$ cat src/rtl/jtag_uart_pkg.sv
// Shared types for the JTAG-UART TX arbiter: FSM state encoding and header base.
// JTAG_UART_TX_PREFIX_EN adds the PFX/PGAP header states.
package jtag_uart_pkg;

    localparam logic [7:0] PREFIX_BASE = 8'h80;

    typedef enum logic [2:0] {
        IDLE,
        SEND,
        GAP
`ifdef JTAG_UART_TX_PREFIX_EN
        ,
        PFX,
        PGAP
`endif
    } arb_state_t;

endpackage

$ cat src/rtl/jtag_uart_rr_pick.sv
// Combinational round-robin picker: first set request strictly after ptr,
// wrapping around, returned as a one-hot grant plus a found flag.
module jtag_uart_rr_pick
    import jtag_uart_pkg::*;
#(
    parameter int N   = 4,
    parameter int IDW = $clog2(N)
) (
    input  logic [N-1:0]   req,
    input  logic [IDW-1:0] ptr,
    output logic [N-1:0]   gnt,
    output logic           vld
);

    logic [IDW-1:0] idx;

    always_comb begin
        gnt = '0;
        vld = 1'b0;
        idx = '0;
        for (int i = 1; i <= N; i++) begin
            idx = IDW'((int'(ptr) + i) % N);
            if (!vld && req[idx]) begin
                gnt[idx] = 1'b1;
                vld      = 1'b1;
            end
        end
    end

endmodule

$ cat src/rtl/jtag_uart_tx_arbiter.sv
// Round-robin arbiter sharing the JTAG-UART bridge TX byte path between N_REQ
// message sources; grant is held per message. Optional header byte: JTAG_UART_TX_PREFIX_EN.
module jtag_uart_tx_arbiter
    import jtag_uart_pkg::*;
#(
    parameter int N_REQ       = 4,
    parameter int MAX_MSG_LEN = 64
) (
    input  logic               clk,
    input  logic               rst_n,
    input  logic [8*N_REQ-1:0] req_data,
    input  logic [N_REQ-1:0]   req_vld,
    input  logic [N_REQ-1:0]   req_last,
    output logic [N_REQ-1:0]   req_rdy,
    output logic [7:0]         tx_din,
    output logic               tx_vld,
    input  logic               busy,
    output logic [N_REQ-1:0]   grant,
    output logic               active
);

    localparam int IDW = $clog2(N_REQ);
    localparam int CW  = $clog2(MAX_MSG_LEN + 1);

    arb_state_t       state_q, state_d;
    logic [N_REQ-1:0] grant_q;
    logic [IDW-1:0]   idx_q;
    logic [IDW-1:0]   ptr_q;
    logic [CW-1:0]    cnt_q;
    logic             rel_q;
    logic [7:0]       tx_din_p1;
    logic             tx_vld_p1;

    logic [N_REQ-1:0] pick_gnt;
    logic             pick_vld;
    logic [IDW-1:0]   pick_idx;
    logic [7:0]       cur_data;
    logic             cur_vld;
    logic             cur_last;
    logic             load;
    logic             accept;
    logic             drop;
`ifdef JTAG_UART_TX_PREFIX_EN
    logic             hdr_send;
`endif

    jtag_uart_rr_pick #(
        .N   (N_REQ),
        .IDW (IDW)
    ) u_pick (
        .req (req_vld),
        .ptr (ptr_q),
        .gnt (pick_gnt),
        .vld (pick_vld)
    );

    always_comb begin
        pick_idx = '0;
        for (int i = 0; i < N_REQ; i++) begin
            if (pick_gnt[i]) pick_idx = IDW'(i);
        end
    end

    // Current owner's byte lane, selected by the registered owner index.
    always_comb begin
        cur_data = '0;
        for (int i = 0; i < N_REQ; i++) begin
            if (idx_q == IDW'(i)) cur_data = req_data[8*i +: 8];
        end
        cur_vld  = req_vld[idx_q];
        cur_last = req_last[idx_q];
    end

    always_ff @(posedge clk or negedge rst_n) begin
        if (!rst_n) state_q <= IDLE;
        else        state_q <= state_d;
    end

    always_comb begin
        state_d = state_q;
        load    = 1'b0;
        accept  = 1'b0;
        drop    = 1'b0;
`ifdef JTAG_UART_TX_PREFIX_EN
        hdr_send = 1'b0;
`endif
        case (state_q)
            IDLE: begin
                if (pick_vld) begin
                    load = 1'b1;
`ifdef JTAG_UART_TX_PREFIX_EN
                    state_d = PFX;
`else
                    state_d = SEND;
`endif
                end
            end
`ifdef JTAG_UART_TX_PREFIX_EN
            PFX: begin
                if (!busy) begin
                    hdr_send = 1'b1;
                    state_d  = PGAP;
                end
            end
            PGAP: state_d = SEND;
`endif
            SEND: begin
                if (!busy && cur_vld) begin
                    accept  = 1'b1;
                    state_d = GAP;
                end
            end
            GAP: begin
                // One idle cycle after every strobe lets the bridge raise busy.
                if (rel_q) begin
                    drop    = 1'b1;
                    state_d = IDLE;
                end else begin
                    state_d = SEND;
                end
            end
            default: state_d = IDLE;
        endcase
    end

    // Stage p1: accepted byte becomes the bridge write strobe.
    always_ff @(posedge clk or negedge rst_n) begin
        if (!rst_n) begin
            grant_q   <= '0;
            idx_q     <= '0;
            ptr_q     <= IDW'(N_REQ - 1);
            cnt_q     <= '0;
            rel_q     <= 1'b0;
            tx_din_p1 <= 8'h00;
            tx_vld_p1 <= 1'b0;
        end else begin
`ifdef JTAG_UART_TX_PREFIX_EN
            tx_vld_p1 <= accept | hdr_send;
            if (hdr_send) tx_din_p1 <= PREFIX_BASE | 8'(idx_q);
`else
            tx_vld_p1 <= accept;
`endif
            if (accept) begin
                tx_din_p1 <= cur_data;
                cnt_q     <= cnt_q + 1'b1;
                rel_q     <= cur_last || (cnt_q == CW'(MAX_MSG_LEN - 1));
            end
            if (load) begin
                grant_q <= pick_gnt;
                idx_q   <= pick_idx;
                cnt_q   <= '0;
                rel_q   <= 1'b0;
            end
            if (drop) begin
                grant_q <= '0;
                ptr_q   <= idx_q;
            end
        end
    end

    assign req_rdy = accept ? grant_q : '0;
    assign tx_din  = tx_din_p1;
    assign tx_vld  = tx_vld_p1;
    assign grant   = grant_q;
    assign active  = |grant_q;

endmodule
$ cat config.mk
export PLATFORM = sky130hd
export DESIGN_NAME = jtag_uart_tx_arbiter
export DESIGN_NICKNAME = d
export VERILOG_FILES = /design/src/rtl/jtag_uart_pkg.sv /design/src/rtl/jtag_uart_rr_pick.sv /design/src/rtl/jtag_uart_tx_arbiter.sv
export SDC_FILE = /design/constraint.sdc
export NUM_CORES = 1
export LEC_CHECK = 0
export ABC_AREA = 1
export CAP_MARGIN = 25
export CORE_ASPECT_RATIO = 1.75
export CORE_MARGIN = 2
export CORE_UTILIZATION = 38
export DETAILED_ROUTE_END_ITERATION = 8
export PLACE_DENSITY = 0.64
export SYNTH_ARGS = -nofsm -noshare
export SYNTH_HDL_FRONTEND = slang
export SYNTH_SLANG_ARGS = --single-unit
$ cat constraint.sdc
create_clock -name clk -period 2.28 [get_ports clk]
set_input_delay 0.228 -clock clk [delete_from_list [all_inputs] [get_ports clk]]
set_output_delay 0.228 -clock clk [all_outputs]
set_load 0.01 [all_outputs]
==> results of run 1 <==
[stage by stage]
step           setup slack [ns]  total power [W]
3_3_place_gp             0.1456         0.002710
5_1_grt                 0.07160         0.003269
2_1_floorplan            0.1714         0.002070
4_1_cts                 0.02012         0.003021
3_5_place_dp             0.1325         0.002731
6_report                 0.2408         0.002983
[timing repair]
action / in CTS / in global routing
gates resized for setup: 2 / 6
cloned: 0 / 0
setup endpoints to repair: 4 / 7
[final timing paths]
kind                       startpoint   endpoint  slack, ns  cells after the start
min in group clk            tx_din[0]  tx_din[0]       0.49                      2
min reg2reg                 tx_din[0]  tx_din[0]       0.49                      2
max                          ptr_q[1]   cnt_q[5]       0.24                     13
max in group asynchronous       rst_n   ptr_q[0]       1.65                      2
min                             rst_n   grant[2]       0.31                      2
max reg2reg                  ptr_q[1]   cnt_q[5]       0.24                     13
[layer usage]
metal | up-vias | track usage, %
li1 | 1013 | -
met1 | 909 | 21.43
met2 | 20 | 38.12
met3 | 11 | 1.160
met4 | 0 | 7.343
met5 | - | 0
[kinds of logic (layout without fill, tap and decap cells)]
family	Yosys count	in the layout	synth area share, %
adder cells (fa/ha/maj)	9	9	5.629
AO/OA/AOI/OAI	33	33	12.19
flip-flops	27	27	33.90
XOR/XNOR	4	4	1.751
buffers and inverters	34	106	8.005
AND/OR/NAND/NOR	160	160	38.52
[where the power goes]
| part | switching [W] | total, W | internal, W |
|---|---|---|---|
| clock | 0.000150 | 0.000275 | 0.000125 |
| sequential | 0.000124 | 0.000774 | 0.000650 |
| combinational | 0.00113 | 0.00193 | 0.000804 |
| total | 0.00140 | 0.00298 | 0.00158 |
[registers in the layout, summed over array words and instances, names as in the netlist]
name and flops:
cnt_q 7, grant 4, idx_q 2, ptr_q 2, rel_q 1, state_q 2, tx_din 8, tx_vld 1
[Yosys cell counts (4+ instances only)]
| cell | n |
|---|---|
| sky130_fd_sc_hd__a21oi_1 | 6 |
| sky130_fd_sc_hd__a221oi_1 | 4 |
| sky130_fd_sc_hd__dfrtp_1 | 25 |
| sky130_fd_sc_hd__ha_1 | 9 |
| sky130_fd_sc_hd__inv_1 | 23 |
| sky130_fd_sc_hd__inv_2 | 5 |
| sky130_fd_sc_hd__nand2_1 | 91 |
| sky130_fd_sc_hd__nand2_4 | 4 |
| sky130_fd_sc_hd__nand3_1 | 28 |
| sky130_fd_sc_hd__nand4_1 | 4 |
| sky130_fd_sc_hd__nor2_1 | 18 |
| sky130_fd_sc_hd__nor3_1 | 4 |
| sky130_fd_sc_hd__o21ai_0 | 4 |
| sky130_fd_sc_hd__o21ai_2 | 11 |
[area by class of cell]
cell class / count / area (sq um) / area share (%)
clock buffer: 4 / 45.04 / 1.623
inverter: 30 / 115.1 / 4.148
tap: 55 / 68.82 / 2.480
multi-input combinational: 206 / 1165 / 41.97
timing repair buffer: 72 / 700.7 / 25.25
sequential: 27 / 680.7 / 24.53
[worst reg2reg max path, cell delays in order, from the launching register on]
cell and delay [ns]:
sky130_fd_sc_hd__dfstp_2 0.53, sky130_fd_sc_hd__inv_1 0.05, sky130_fd_sc_hd__ha_2 0.38, sky130_fd_sc_hd__inv_2 0.07, sky130_fd_sc_hd__nand3_4 0.11, sky130_fd_sc_hd__nand2_4 0.10, sky130_fd_sc_hd__nand3_4 0.11, sky130_fd_sc_hd__nor2_4 0.05
sky130_fd_sc_hd__nor2_8 0.16, sky130_fd_sc_hd__inv_4 0.10, sky130_fd_sc_hd__nand2_2 0.12, sky130_fd_sc_hd__inv_2 0.06, sky130_fd_sc_hd__nand2_1 0.05, sky130_fd_sc_hd__nand2_1 0.04
==> results_dict.tcl, run 1 <==
set metrics [dict create \
    layout_min_cycle_time_ns 2.039 \
    cts_buffers 3 \
    path_cells "inv_1 > ha_2 > inv_2 > nand3_4 > nand2_4 > nand3_4 > nor2_4 > nor2_8 > inv_4 > nand2_2 > inv_2 > nand2_1 > nand2_1" \
    grt_usage_pct 19.74 \
    synth-edff-count 0 \
    die_h_um 99.99 \
    critical-path-slowest-cell "sky130_fd_sc_hd__dfstp_2" \
    synthesis.yosys.warnings 0 \
    ys_top_cells_by_area "sky130_fd_sc_hd__dfrtp_1 (31%), sky130_fd_sc_hd__nand2_1 (17%), sky130_fd_sc_hd__nand3_1 (7.0%)" \
    slew-limit-headroom_pct 64.29 \
    power.density_cell_area_mw_per_mm2 1075 \
    postLayoutCellArea_sq_mm 0.002775 \
    clock_tree.htree_level_count 1 \
    whs_ns 0.3142 \
    synthCells 267 \
    drc_violation_total_after_the_first_tritonroute_iteration 90 \
    grt_pass1_wl_mm 9.156 \
    final_cell_mix "sky130_fd_sc_hd__nand2_1 (91), sky130_fd_sc_hd__clkdlybuf4s50_1 (56), sky130_fd_sc_hd__nand3_1 (28)" \
    diodes 0 \
    place.port_buffers 60 \
    p_leak_nw 1.374 \
    worstSetupEndpointType "flip-flop" \
    wl_per_cell_um 13.45 \
    setup.worst_path.class "reg2reg" \
    clock.fmax_ghz 0.4904 \
    cts_setup_buffers 0 \
    synth_seq_cells 27 \
    top_level_ports 61 \
    initial_core_util_pct 38.72 \
    clkLatencyLatePin_ns 0.27 \
    met2RoutedLength_mm 3.077 \
    setup_viol_count_final 0 \
    grt_start_max_net_pins 28 \
    postSynth.topFlopCell "sky130_fd_sc_hd__dfrtp_1" \
    final_antenna_violating_net_count 0 \
    num-nets-final 392 \
    max-cap-violations 0 \
    totalNegativeSetupSlack_ns 0 \
    met3RoutedLength_um 42 \
    worst_slew_pin_slew_ns 0.5316 \
    worstPathBufferInverterCount 4 \
    synth_seq_area_share_pct 33.90 \
    dieWidth_um 58.85 \
    syn_area_sq_mm 0.002001 \
    filler_cell_count 523 \
    top_layer "met4" \
    fp.dieArea_sq_mm 0.005884 \
    crit_path_max_fanout 11 \
    path_clk_slew_ns 0.09 \
    layout_commonest_cell "sky130_fd_sc_hd__nand2_1" \
    antenna_violations_before_repair 0 \
    vias_per_cell 4.957 \
    cts-hold-fix-buffers 0 \
    placedCellCount 390 \
    met1Wirelength_mm 2.041 \
    number_of_vias_after_detailed_routing 1953 \
    routed_wl_mm 5.298 \
    drcViolationCount 1 \
    netlist-cell-type-count 32 \
    max-clock-path-buffers 2 \
    core_region_area_sq_mm 0.005167 \
    unrepaired_setup_endpoints_after_global_routing "false" \
    critical_path_s_top_delay_family "simple AND/OR/NAND/NOR gates" \
    fin_util_pct 53.70 \
    timing.critical_path.slowest_cell_delay_ns 0.53 \
    max-vdd-ir-drop_mv 0.4620 \
    drive_gt1_share_pct 16.22 \
    cts.sink_count 27 \
    failing_checks "design-rule violations" \
    final_hold_viol_count 0 \
    synthDominantAreaCellType "sky130_fd_sc_hd__dfrtp_1" \
    gp_congestion 0.8746 \
    synth_top_area_share_pct 31.27 \
    instances_no_fill 394 \
    status "complete, but fails checks" \
    finalClockSkew_ns 0.001465 \
    worst_ep_arrival_time_ns 2.22 \
    cp.required_ns 2.46 \
    clk_root_buffer_cell "sky130_fd_sc_hd__clkbuf_8" \
    hold_path_class "in2async" \
    number_of_global_route_vias_before_repair 2053 \
    row_count 35 \
    detailed_place.area_sq_mm 0.002715 \
    synth-async-reset-ratio_pct 100.0 \
    fin_crit_sh_pct 89.44 \
    layout_overhead_on_the_synthesized_area_pct 38.71 \
    cts_tree "done" \
    number_of_max_slew_violations_in_the_final_report 0 \
    drtPass1Iterations 6 \
    globalRouteOverflowTotal 0 \
    mappedNetlistNets 319 \
    critical_path.startpoint_type "flip-flop" \
    mean_area_per_synthesized_cell_sq_um 7.493 \
    post-dp-hpwl_mm 4.247 \
]
(Power assumes the default switching activity.)
==> inputs of run 2 (changes only) <==
--- a/config.mk
+++ b/config.mk
@@ -12,6 +12,7 @@
 export CORE_UTILIZATION = 38
 export DETAILED_ROUTE_END_ITERATION = 8
 export PLACE_DENSITY = 0.64
+export SLEW_MARGIN = 5
 export SYNTH_ARGS = -nofsm -noshare
 export SYNTH_HDL_FRONTEND = slang
 export SYNTH_SLANG_ARGS = --single-unit
==> results of run 2 <==
No change in the layout: final DEF, timing and power equal those of run 1.
==> inputs of run 3 (changes only) <==
--- a/config.mk
+++ b/config.mk
@@ -12,6 +12,7 @@
 export CORE_UTILIZATION = 38
 export DETAILED_ROUTE_END_ITERATION = 8
 export PLACE_DENSITY = 0.64
+export REMOVE_ABC_BUFFERS = 1
 export SLEW_MARGIN = 5
 export SYNTH_ARGS = -nofsm -noshare
 export SYNTH_HDL_FRONTEND = slang
==> run 3 against run 2 <==
Effect of this change: the flow now finishes without violations; maximum frequency down 5.6%; hold slack better by 0.0088 ns; setup slack worse by 0.12 ns; register-to-register slack worse by 0.04 ns; critical path type is now reg2out; largest cell class unchanged.
==> results_dict.tcl, run 3 (synthesis gave the netlist of run 1 again) <==
set metrics [dict create \
    status "finished clean" \
    max-vdd-ir-drop_mv 0.6142 \
    unrepaired_setup_endpoints_after_global_routing "false" \
    grt_usage_pct 20.02 \
    setup_viol_count_final 0 \
    dieWidth_um 58.85 \
    max-cap-violations 0 \
    row_count 35 \
    worstReg2RegEnd "cnt_q[5]" \
    number_of_vias_after_detailed_routing 1990 \
    power.density_cell_area_mw_per_mm2 1078 \
    place.port_buffers 60 \
    vias_per_cell 5.064 \
    postLayoutCellArea_sq_mm 0.002755 \
    setup.worst_path.class "reg2out" \
    diodes 0 \
    layout_commonest_cell "sky130_fd_sc_hd__nand2_1" \
    worst_slew_pin_slew_ns 0.4584 \
    final_hold_viol_count 0 \
    top_level_ports 61 \
    path_cells "nor2_4 > a22oi_1 > a21oi_2 > nand2_4 > nor2_1 > clkdlybuf4s50_1" \
    max-clock-path-buffers 2 \
    drc_violation_total_after_the_first_tritonroute_iteration 68 \
    detailed_place.area_sq_mm 0.002708 \
    largest_reg_flops 8 \
    crit_path_max_fanout 6 \
    p_leak_nw 1.297 \
    initial_core_util_pct 38.72 \
    critical_path.startpoint_type "flip-flop" \
    area_taken_by_multi_input_logic_gates_sq_mm 0.001162 \
    timing.critical_path.slowest_cell_delay_ns 0.54 \
    filler_cell_count 534 \
    hold_path_class "in2async" \
    drcViolationCount 0 \
    finalClockSkew_ns 0.001486 \
    worst_r2r_startpoint "ptr_q[0]" \
    layout_min_cycle_time_ns 2.159 \
    cts_buffers 3 \
    drive_gt1_share_pct 15.68 \
    fin_total_pwr_w 0.002970 \
    clkLatencyLatePin_ns 0.27 \
    core_region_area_sq_mm 0.005167 \
    regToRegSetupSlack_ns 0.20 \
    num-nets-final 391 \
    drtPass1Iterations 4 \
    clock.fmax_ghz 0.4631 \
    cts.sink_count 27 \
    number_of_max_slew_violations_in_the_final_report 0 \
    fp.dieArea_sq_mm 0.005884 \
    die_h_um 99.99 \
    post-dp-hpwl_mm 4.252 \
    number_of_global_route_vias_before_repair 1995 \
    clock_tree.htree_level_count 1 \
    slew-limit-headroom_pct 69.21 \
    totalNegativeSetupSlack_ns 0 \
    worst_reg_to_reg_path_cell_count 13 \
    routed_wl_mm 5.226 \
    worst_ep_arrival_time_ns 1.93 \
    worst_setup_margin_ns 0.1207 \
    clk_root_buffer_cell "sky130_fd_sc_hd__clkbuf_8" \
    final_antenna_violating_net_count 0 \
    grt_pass1_wl_mm 9.128 \
    worstSetupEndpointType "output port" \
    globalRouteOverflowTotal 0 \
    cts_tree "done" \
    final_cell_mix "sky130_fd_sc_hd__nand2_1 (91), sky130_fd_sc_hd__clkdlybuf4s50_1 (60), sky130_fd_sc_hd__nand3_1 (28)" \
    fin_crit_sh_pct 94.71 \
    register_area_sq_um 680.7 \
    grt_start_max_net_pins 28 \
    wl_per_cell_um 13.30 \
    layout_overhead_on_the_synthesized_area_pct 37.71 \
    antenna_violations_before_repair 0 \
    cp.required_ns 2.05 \
    path_clk_slew_ns 0.09 \
    cts_setup_buffers 0 \
    gp_congestion 0.8524 \
    critical-path-slowest-cell "sky130_fd_sc_hd__clkdlybuf4s50_1" \
    place_worst_setup_slack_ns 0.1562 \
]
[run 3: cell types whose count changed in the layout (fill, tap and decap cells not counted)]
cell,delta
sky130_fd_sc_hd__buf_4,-1
sky130_fd_sc_hd__clkdlybuf4s50_1,+4
sky130_fd_sc_hd__dlymetal6s2s_1,-4
sky130_fd_sc_hd__ha_1,+1
sky130_fd_sc_hd__ha_2,-1
sky130_fd_sc_hd__o21ai_0,-1
sky130_fd_sc_hd__o21ai_1,+1
[run 3: metal layers]
layer | vias to the layer above | part of all wire (%) | GRT usage, %
li1 | 1005 | - | -
met1 | 940 | 36 | 21.34
met2 | 31 | 59 | 38.55
met3 | 14 | 1.4 | 0.9021
met4 | 0 | 3.8 | 8.916
met5 | - | 0 | 0
[run 3: critical path, delay by kind of cell (launching register included)]
| kind | cells | cell delay, ns |
|---|---|---|
| buffers and inverters | 1 | 0.54 |
| and+or+nand+nor | 3 | 0.31 |
| AOI/OAI and AO/OA | 2 | 0.31 |
| DFF | 1 | 0.48 |
[run 3: stage by stage]
stage          hold slack, ns  util [%]  std cells
2_1_floorplan        -0.06759         -        263
3_3_place_gp           0.4638     52.40        389
3_5_place_dp           0.4663     52.40        389
4_1_cts                0.3392     53.27        393
5_1_grt                0.3621     53.32        393
6_report               0.3230     53.32        393
[run 3: layout make-up]
class,count,share of cell area (%)
flip-flops and latches,27,24.70
repair buffers,71,24.80
clock buffers,4,1.635
multi-input cells,206,42.19
well taps,55,2.498
inverters,30,4.178
[run 3: power by group]
part / total, W / switching [W] / internal [W]
Sequential: 0.000767 / 0.000117 / 0.000650
Combinational: 0.00194 / 0.00114 / 0.000801
Clock: 0.000267 / 0.000142 / 0.000125
Total: 0.00297 / 0.00139 / 0.00158
[run 3: worst max path at each step]
| stage | to | start | cells after the start |
|---|---|---|---|
| after floorplan | cnt_q[4] | ptr_q[0] | 12 |
| after global placement | cnt_q[2] | ptr_q[0] | 13 |
| after detailed placement | cnt_q[5] | ptr_q[0] | 13 |
| after CTS | req_rdy[3] | idx_q[1] | 7 |
| after global routing | req_rdy[3] | idx_q[1] | 6 |
| final | req_rdy[1] | idx_q[1] | 6 |
[run 3: repair_timing]
| action | in CTS | in global routing |
|---|---|---|
| endpoints found under the hold margin | 0 | 0 |
| setup endpoints to repair | 0 | 10 |
| resized for setup | 0 | 4 |
| hold buffers | 0 | 0 |
